==> config.mk <==
export PLATFORM = sky130hd
export DESIGN_NAME = muldiv_seq
export DESIGN_NICKNAME = d
export VERILOG_FILES = /design/src/rtl/muldiv_pkg.sv /design/src/rtl/muldiv_step.sv /design/src/rtl/muldiv_seq.sv
export SDC_FILE = /design/constraint.sdc
export NUM_CORES = 1
export LEC_CHECK = 0
export ABC_AREA = 1
export CORE_MARGIN = 10
export CORE_UTILIZATION = 58
export DETAILED_ROUTE_END_ITERATION = 6
export PLACE_DENSITY = 0.8
export SYNTH_ARGS = -nofsm -noshare
export SYNTH_HDL_FRONTEND = slang
export SYNTH_SLANG_ARGS = --single-unit
export TNS_END_PERCENT = 100
==> constraint.sdc <==
create_clock -name clk -period 20.4 [get_ports clk]
set_input_delay 6.12 -clock clk [delete_from_list [all_inputs] [get_ports clk]]
set_output_delay 6.12 -clock clk [all_outputs]
set_load 0.01 [all_outputs]
==> src/rtl/muldiv_pkg.sv <==
// Shared encodings and helpers for the MULT/MULTU/DIV/DIVU sequencer.
package muldiv_pkg;

  typedef logic [1:0] op_t;

  localparam op_t OP_MULT  = 2'b00;
  localparam op_t OP_MULTU = 2'b01;
  localparam op_t OP_DIV   = 2'b10;
  localparam op_t OP_DIVU  = 2'b11;

  localparam logic [2:0] ST_IDLE = 3'd0;
  localparam logic [2:0] ST_PREP = 3'd1;
  localparam logic [2:0] ST_RUN  = 3'd2;
  localparam logic [2:0] ST_FIX  = 3'd3;
  localparam logic [2:0] ST_DONE = 3'd4;

  // Widest operand the negate helper supports; callers zero-extend and truncate.
  localparam int MD_MAX_W = 64;

  function automatic logic [MD_MAX_W-1:0] md_neg(input logic [MD_MAX_W-1:0] v);
    return ~v + 1'b1;
  endfunction

endpackage

==> src/rtl/muldiv_step.sv <==
// One iteration of shift-add multiply or restoring divide on a shared (WIDTH+1)-bit adder.
module muldiv_step #(
  parameter int WIDTH = 32
) (
  input  logic             div_mode,
  input  logic [WIDTH-1:0] partial,
  input  logic             lsb,
  input  logic             msb,
  input  logic [WIDTH-1:0] operand,
  output logic [WIDTH-1:0] next_partial,
  output logic             q_bit
);

  logic [WIDTH:0] lhs;
  logic [WIDTH:0] rhs;
  logic [WIDTH:0] sum;

  always_comb begin
    lhs = div_mode ? {partial, msb} : {1'b0, partial};
    if (div_mode)
      rhs = ~{1'b0, operand};
    else if (lsb)
      rhs = {1'b0, operand};
    else
      rhs = '0;
    sum = lhs + rhs + {{WIDTH{1'b0}}, div_mode};
    // Partial remainder stays below the divisor, so bit WIDTH of the difference is its sign.
    if (div_mode) begin
      q_bit        = ~sum[WIDTH];
      next_partial = q_bit ? sum[WIDTH-1:0] : lhs[WIDTH-1:0];
    end else begin
      q_bit        = sum[0];
      next_partial = sum[WIDTH:1];
    end
  end

endmodule

==> src/rtl/muldiv_seq.sv <==
// Multi-cycle MULT/MULTU/DIV/DIVU sequencer owning HI/LO.
// Optional MULDIV_EARLY_EXIT_EN: multiplies leave RUN once the remaining multiplier bits are zero.
//   state | meaning
//   IDLE  | waiting for start; MTHI/MTLO accepted
//   PREP  | take magnitudes, record signs, detect divide by zero
//   RUN   | one multiply/divide step per cycle
//   FIX   | apply signs, load hi/lo
//   DONE  | done pulse; MTHI/MTLO and back-to-back start accepted
module muldiv_seq
  import muldiv_pkg::*;
#(
  parameter int WIDTH = 32
) (
  input  logic             clk,
  input  logic             rst,
  input  logic             start,
  input  logic [1:0]       op,
  input  logic [WIDTH-1:0] a,
  input  logic [WIDTH-1:0] b,
  input  logic             wr_hi,
  input  logic             wr_lo,
  input  logic [WIDTH-1:0] wr_data,
  output logic             busy,
  output logic             done,
  output logic [WIDTH-1:0] hi,
  output logic [WIDTH-1:0] lo
);

  localparam int CW = $clog2(WIDTH + 1);

  logic [2:0]         state;
  logic [CW-1:0]      cnt;
  logic [1:0]         op_r;
  logic [WIDTH-1:0]   a_r, b_r, opnd, acc, q;
  logic               sgn_q, sgn_r, dz;
  logic               is_div, a_neg, b_neg, run_last;
  logic [WIDTH-1:0]   a_mag, b_mag, step_hi, res_hi, res_lo;
  logic               step_bit;
  logic [2*WIDTH-1:0] prod;

  function automatic logic [WIDTH-1:0] neg_w(input logic [WIDTH-1:0] v);
    return WIDTH'(md_neg(MD_MAX_W'(v)));
  endfunction

  assign is_div = op_r[1];
  assign a_neg  = ~op_r[0] & a_r[WIDTH-1];
  assign b_neg  = ~op_r[0] & b_r[WIDTH-1];
  assign a_mag  = a_neg ? neg_w(a_r) : a_r;
  assign b_mag  = b_neg ? neg_w(b_r) : b_r;
  assign busy   = (state == ST_PREP) || (state == ST_RUN) || (state == ST_FIX);
  assign done   = (state == ST_DONE);

  muldiv_step #(.WIDTH(WIDTH)) u_step (
    .div_mode     (is_div),
    .partial      (acc),
    .lsb          (q[0]),
    .msb          (q[WIDTH-1]),
    .operand      (opnd),
    .next_partial (step_hi),
    .q_bit        (step_bit)
  );

`ifdef MULDIV_EARLY_EXIT_EN
  logic [WIDTH-1:0] mrem;
  // cnt holds the steps skipped; each skipped step is a plain right shift.
  assign prod     = {acc, q} >> cnt;
  assign run_last = (cnt == CW'(1)) || (!is_div && (mrem[WIDTH-1:1] == '0));
`else
  assign prod     = {acc, q};
  assign run_last = (cnt == CW'(1));
`endif

  always_comb begin
    res_hi = prod[2*WIDTH-1:WIDTH];
    res_lo = prod[WIDTH-1:0];
    if (is_div) begin
      if (dz) begin
        res_hi = a_r;
        res_lo = '1;
      end else begin
        res_hi = sgn_r ? neg_w(acc) : acc;
        res_lo = sgn_q ? neg_w(q) : q;
      end
    end else if (sgn_q) begin
      res_lo = neg_w(prod[WIDTH-1:0]);
      res_hi = (prod[WIDTH-1:0] == '0) ? neg_w(prod[2*WIDTH-1:WIDTH]) : ~prod[2*WIDTH-1:WIDTH];
    end
  end

  always_ff @(posedge clk or posedge rst) begin
    if (rst) begin
      state <= ST_IDLE;
      cnt   <= '0;
      op_r  <= '0;
      a_r   <= '0;
      b_r   <= '0;
      opnd  <= '0;
      acc   <= '0;
      q     <= '0;
      sgn_q <= 1'b0;
      sgn_r <= 1'b0;
      dz    <= 1'b0;
      hi    <= '0;
      lo    <= '0;
`ifdef MULDIV_EARLY_EXIT_EN
      mrem  <= '0;
`endif
    end else begin
      case (state)
        ST_IDLE, ST_DONE: begin
          if (wr_hi) hi <= wr_data;
          if (wr_lo) lo <= wr_data;
          if (start) begin
            a_r   <= a;
            b_r   <= b;
            op_r  <= op;
            state <= ST_PREP;
          end else begin
            state <= ST_IDLE;
          end
        end
        ST_PREP: begin
          acc   <= '0;
          q     <= is_div ? a_mag : b_mag;
          opnd  <= is_div ? b_mag : a_mag;
          sgn_q <= a_neg ^ b_neg;
          sgn_r <= a_neg;
          dz    <= is_div && (b_r == '0);
          cnt   <= CW'(WIDTH);
          state <= ST_RUN;
`ifdef MULDIV_EARLY_EXIT_EN
          mrem  <= b_mag;
          if (!is_div && (b_mag == '0)) state <= ST_FIX;
`endif
        end
        ST_RUN: begin
          acc <= step_hi;
          q   <= is_div ? {q[WIDTH-2:0], step_bit} : {step_bit, q[WIDTH-1:1]};
          cnt <= cnt - 1'b1;
`ifdef MULDIV_EARLY_EXIT_EN
          mrem <= mrem >> 1;
`endif
          if (run_last) state <= ST_FIX;
        end
        ST_FIX: begin
          hi    <= res_hi;
          lo    <= res_lo;
          state <= ST_DONE;
        end
        default: state <= ST_IDLE;
      endcase
    end
  end

endmodule

# [Word level (Yosys, flattened, before mapping)]
# Index checks and enable logic that the tools add are counted.
[op_classes] n_addsub=7 n_mul=0 n_lt_le_gt_ge=0 bitwise=11 n_reduce_logical=12 shift=0 div_mod_pow=0 n_mux=29 eq_ne=8
[ops] cell="$mux W32" count=18
[ops] cell="$pmux W32 S2" count=4
[ops] cell="$not A32 Y32" count=5
[ops] cell="$add A32 B1 Y32 const B" count=4
[ops] cell="$mux W33" count=2
[ops] cell="$logic_not A32 Y1" count=2
[ops] cell="$add A33 B1 Y33" count=1
[ops] cell="$add A33 B33 Y33" count=1
[ops] cell="$not A32 Y33" count=1
[ops] cell="$pmux W3 S4" count=1
[ops] cell="$pmux W6 S2" count=1
[ops] cell="$eq A3 B2 Y1 const B" count=2
[ops] cell="$eq A6 B1 Y1 const B" count=1
[ops] cell="$ne A2 B2 Y1 const B" count=3
[ops] cell="$reduce_and A2 Y1" count=3
[ops] cell="$sub A6 B1 Y6 const B" count=1
[ops] cell="$reduce_bool A2 Y1" count=2
[ops] cell="$eq A3 B1 Y1 const B" count=1
[ops] cell="$eq A3 B3 Y1 const B" count=1
[ops] cell="$logic_not A3 Y1" count=1
[ops] cell="$mux W3" count=1
[ops] cell="$and A1 B1 Y1" count=2
[ops] cell="$logic_or A1 B1 Y1" count=2
[ops] cell="$mux W1" count=2
[ops] cell="4 further kinds" count=5
[totals] memories=0 ramBits=0 inputBits=103 romBits=0 output_inout_bits=66 regBits=238 latch_bits=0

# [Depth between registers and ports, before layout]
[logic_depth] word_depth=8 mapped_depth=25

# [Hierarchy]
# A second synthesis with hierarchy kept.
[unflattened] cells_unflattened=3091 area_unflattened_um2=19269.7
[by_module_without_submodules] module="muldiv_seq" area_per_inst_um2=15167.0 cells_per_inst=2233 seq_area_each_um2=5955.7 n_inst=1
[by_module_without_submodules] module="muldiv_step" area_per_inst_um2=4102.7 cells_per_inst=858 seq_area_each_um2=0.0 n_inst=1

# [Worst setup path before layout]
# OpenSTA, ideal clock, no wires.
[synth_path] path_type="input to register" startpoint="in start" endpoint="reg op_r[1]" arrival_ns=6.994 stages=4 setup_slack_ns=13.269 t_required_ns=20.263 setup_ns=0.137 cell_sequence="nand2_1 > clkbuf_1 > clkbuf_1 > a21oi_1"
[synth_between] elab_chain_cells=1
[synth_lines] item="start: declaration" line="muldiv_seq.sv:16" rtl="input logic start,"
[synth_lines] item="$reduce_and A2 Y1 (no line)"
[synth_lines] item="end signal: assignment" line="muldiv_seq.sv:116" rtl="op_r <= op;"
[synth_lines] item="end: declaration" line="muldiv_seq.sv:33" rtl="logic [1:0] op_r;"
# No other way between the ends.
# A chain may end at the register's enable or synchronous reset.

==> metrics.cfg <==
[synth]
synth_nets=3363
netlist_instances=3220
synth_top_area_share_pct=30.29
synth_cell_type_count=47
netlist_area_um2=19660
yosys.area.top_type=dfrtp_1
synth_area_leaders=dfrtp_1 (30%), nand2_1 (20%), nand3_1 (8.0%)
ys_seq_area_share_pct=30.29
ys_seq_elements=238
syn_avg_cell_area_um2=6.107
yosys_warnings=0

[final_layout]
final_cells=3748
multi_input_area_um2=11560
ff_latch_area_um2=5961
syn2layout_area_growth_pct=14.23
final_cell_mix=nand2_1 (1038), inv_1 (370), nor2_1 (322)
final_common_cell=nand2_1
nets=3421
nFillCells=2979
drive_gt1_share_pct=4.457

[floorplan]
die_h_um=204.1
die_x_um=204.1
initial_core_util_pct=58.64
rows=67
die_area_um2=41670
core_um2=33530
pin_count=169

[worst_setup_path]
cp_cell_sequence=clkdlybuf4s50_1, inv_8, buf_4, buf_4
reg2reg_slack_ns=15.80
critPathLaunch=rst
worst_path_most_repeated_cell=buf_4
rr_endpoint=acc[20]$_DFFE_PP0P_
critPathMaxStageDelay_ns=0.92
path_class=input pin to asynchronous set/reset pin
cp_data_required_time_ns=20.92
r2r_cells=15
slowest_stage=buf_4
end_kind=asynchronous set/reset pin
startpoint_type=input pin
r2r-start=op_r[1]$_DFFE_PP0P_
worst-path-max-fanout=106
cp.arrival_ns=8.90

[global_route]
grt_pass1_wl_um=123200
antenna_found_initial=3
overflow=0
grt_max_degree=107
grtUsageTotal_pct=37.29
grt_pass1_vias=21210

[timing]
fin_crit_ns=8.381
setup_ws_ns=12.02
whs_ns=0.5067
post-route-period-util_pct=41.08
fin_worst_skew_ns=0.01123
maxSlewHeadroom_pct=24.05
fmax_mhz=119.3
hold_viol_final=0
drv_slew=0
setup_viol=0
rsz0062_at_grt=false
fin_setup_tns_ns=0
worst_slew_pin_slew_ns=1.138

[power_and_ir_drop]
p_sw_share_pct=56.65
cellPowerDensity_nw_per_um2=211.4
p_leak_nw=11.33
power.switching_mw=2.690
pwr-share-seq_pct=20.7
p_clk_share_pct=12.3
power_frac_comb_pct=67.0
intPower_mw=2.058
peakVddDrop_uv=113.1
total_power_mw=4.748

[hold_path]
hp-class=flop to flop
holdPathEnd=cnt[5]$_DFFE_PP0P_
min-delay-start=cnt[5]$_DFFE_PP0P_
hold_depth=1

[clocking]
clk_latency_ns=0.56
htreeDepth=1
path_clk_slew_ns=0.06
cts_buffers=26
hold_buffers=0
cts_tree=done
clk_path_buf_depth=3
cts_resized=0
cts_sinks=238
clockRootBuffer=clkbuf_16
post-cts-setup-buffers=0

[job]
drv_cap=0

[run_status]
status=finished, violations left
violations=design-rule violations

[drt]
viasPerCell=6.156
vias=23070
antenna_left=0
drc=12
drt-initial-drc-count=3642
wl_um=80140
wl_per_cell_um=21.38
first_pass_iters=7

[placed_design]
dp_hpwl_um=60680
place_congestion=1.039
portBuffers=168
placedCellCount=3698
dpl_worst_slack_ns=11.34

## layout make-up
cell class	count	share of cell area, %
Multi-Input combinational cell	2430	51.48
Sequential cell	238	26.54
Timing Repair Buffer	188	8.155
Inverter	394	6.629
Clock buffer	31	3.209
Tap cell	448	2.496
Clock inverter	17	1.471
Antenna cell	2	0.02228
## metrics by stage
| step | utilization [%] | cell area [µm²] |
|---|---|---|
| final | 66.99 | 22460 |
| after global routing | 66.97 | 22460 |
| after CTS | 66.97 | 22460 |
| after detailed placement | 63.84 | 21410 |
| after global placement | 63.84 | 21410 |
| after floorplan | - | 19660 |
## layer usage
layer	track usage [%]	share of wire, %	vias to the layer above	wire length [µm]
met1	51.62	39	10530	31570
met3	9.986	15	307	11880
met4	15.42	5.2	4	4197
met2	53.94	41	1768	32470
met5	0	0.031	-	25
li1	-	-	10460	-
## cell families after synthesis
logic type	synth area share (%)
fa+ha+maj	2.622
compound gates	14.44
buf+inv	11.01
flops	30.29
xor+xnor	2.762
simple gates	38.37
mux	0.5091
## cells in the mapped netlist, drive strengths merged
| cell type | n |
|---|---|
| o22ai | 23 |
| nor3b | 1 |
| clkbuf | 109 |
| nand2 | 1052 |
| buf | 49 |
| and3 | 5 |
| mux2 | 8 |
| nand3b | 5 |
| mux2i | 1 |
| nand4 | 37 |
| xor2 | 60 |
| o21a | 1 |
| o221ai | 18 |
| a31oi | 10 |
| o21bai | 7 |
| clkinv | 2 |
| nand3 | 318 |
| and2 | 4 |
| inv | 392 |
| o211ai | 47 |
| a21oi | 166 |
| or2 | 6 |
| ha | 38 |
| xnor2 | 2 |
| nor4 | 1 |
| nor3 | 37 |
| o31ai | 6 |
| dfrtp | 238 |
| fa | 2 |
| nor2 | 341 |
| o21ai | 234 |
## critical path, delay by kind of cell
family,cells,cell delay (ns)
buffers and inverters,4,2.65
## worst max path at each step
stage / end / slack [ns] / cells past startpoint
final: op_r[1]$_DFFE_PP0P_ / 12.02 / 4
after global routing: op_r[1]$_DFFE_PP0P_ / 11.69 / 4
after CTS: op_r[1]$_DFFE_PP0P_ / 11.90 / 4
after detailed placement: op_r[1]$_DFFE_PP0P_ / 11.34 / 4
after global placement: op_r[1]$_DFFE_PP0P_ / 11.43 / 4
after floorplan: a_r[0]$_DFFE_PP0P_ / 7.75 / 1
## power by group through the flow
stage / logic [mW] / registers, mW / clock network, mW
2_1_floorplan: 2.15 / 0.880 / 0
3_3_place_gp: 2.97 / 0.960 / 0
3_5_place_dp: 3.04 / 0.966 / 0
6_report: 3.18 / 0.984 / 0.583
4_1_cts: 3.08 / 0.961 / 0.579
5_1_grt: 3.50 / 0.996 / 0.598
## registers in the layout (all words and copies together) (netlist names), 2 cells and up
register  cells
cnt           6
hi           32
b_r          32
q            32
a_r          32
state         3
lo           32
acc          32
opnd         32
op_r          2
Power figures use the tool's default switching activity.
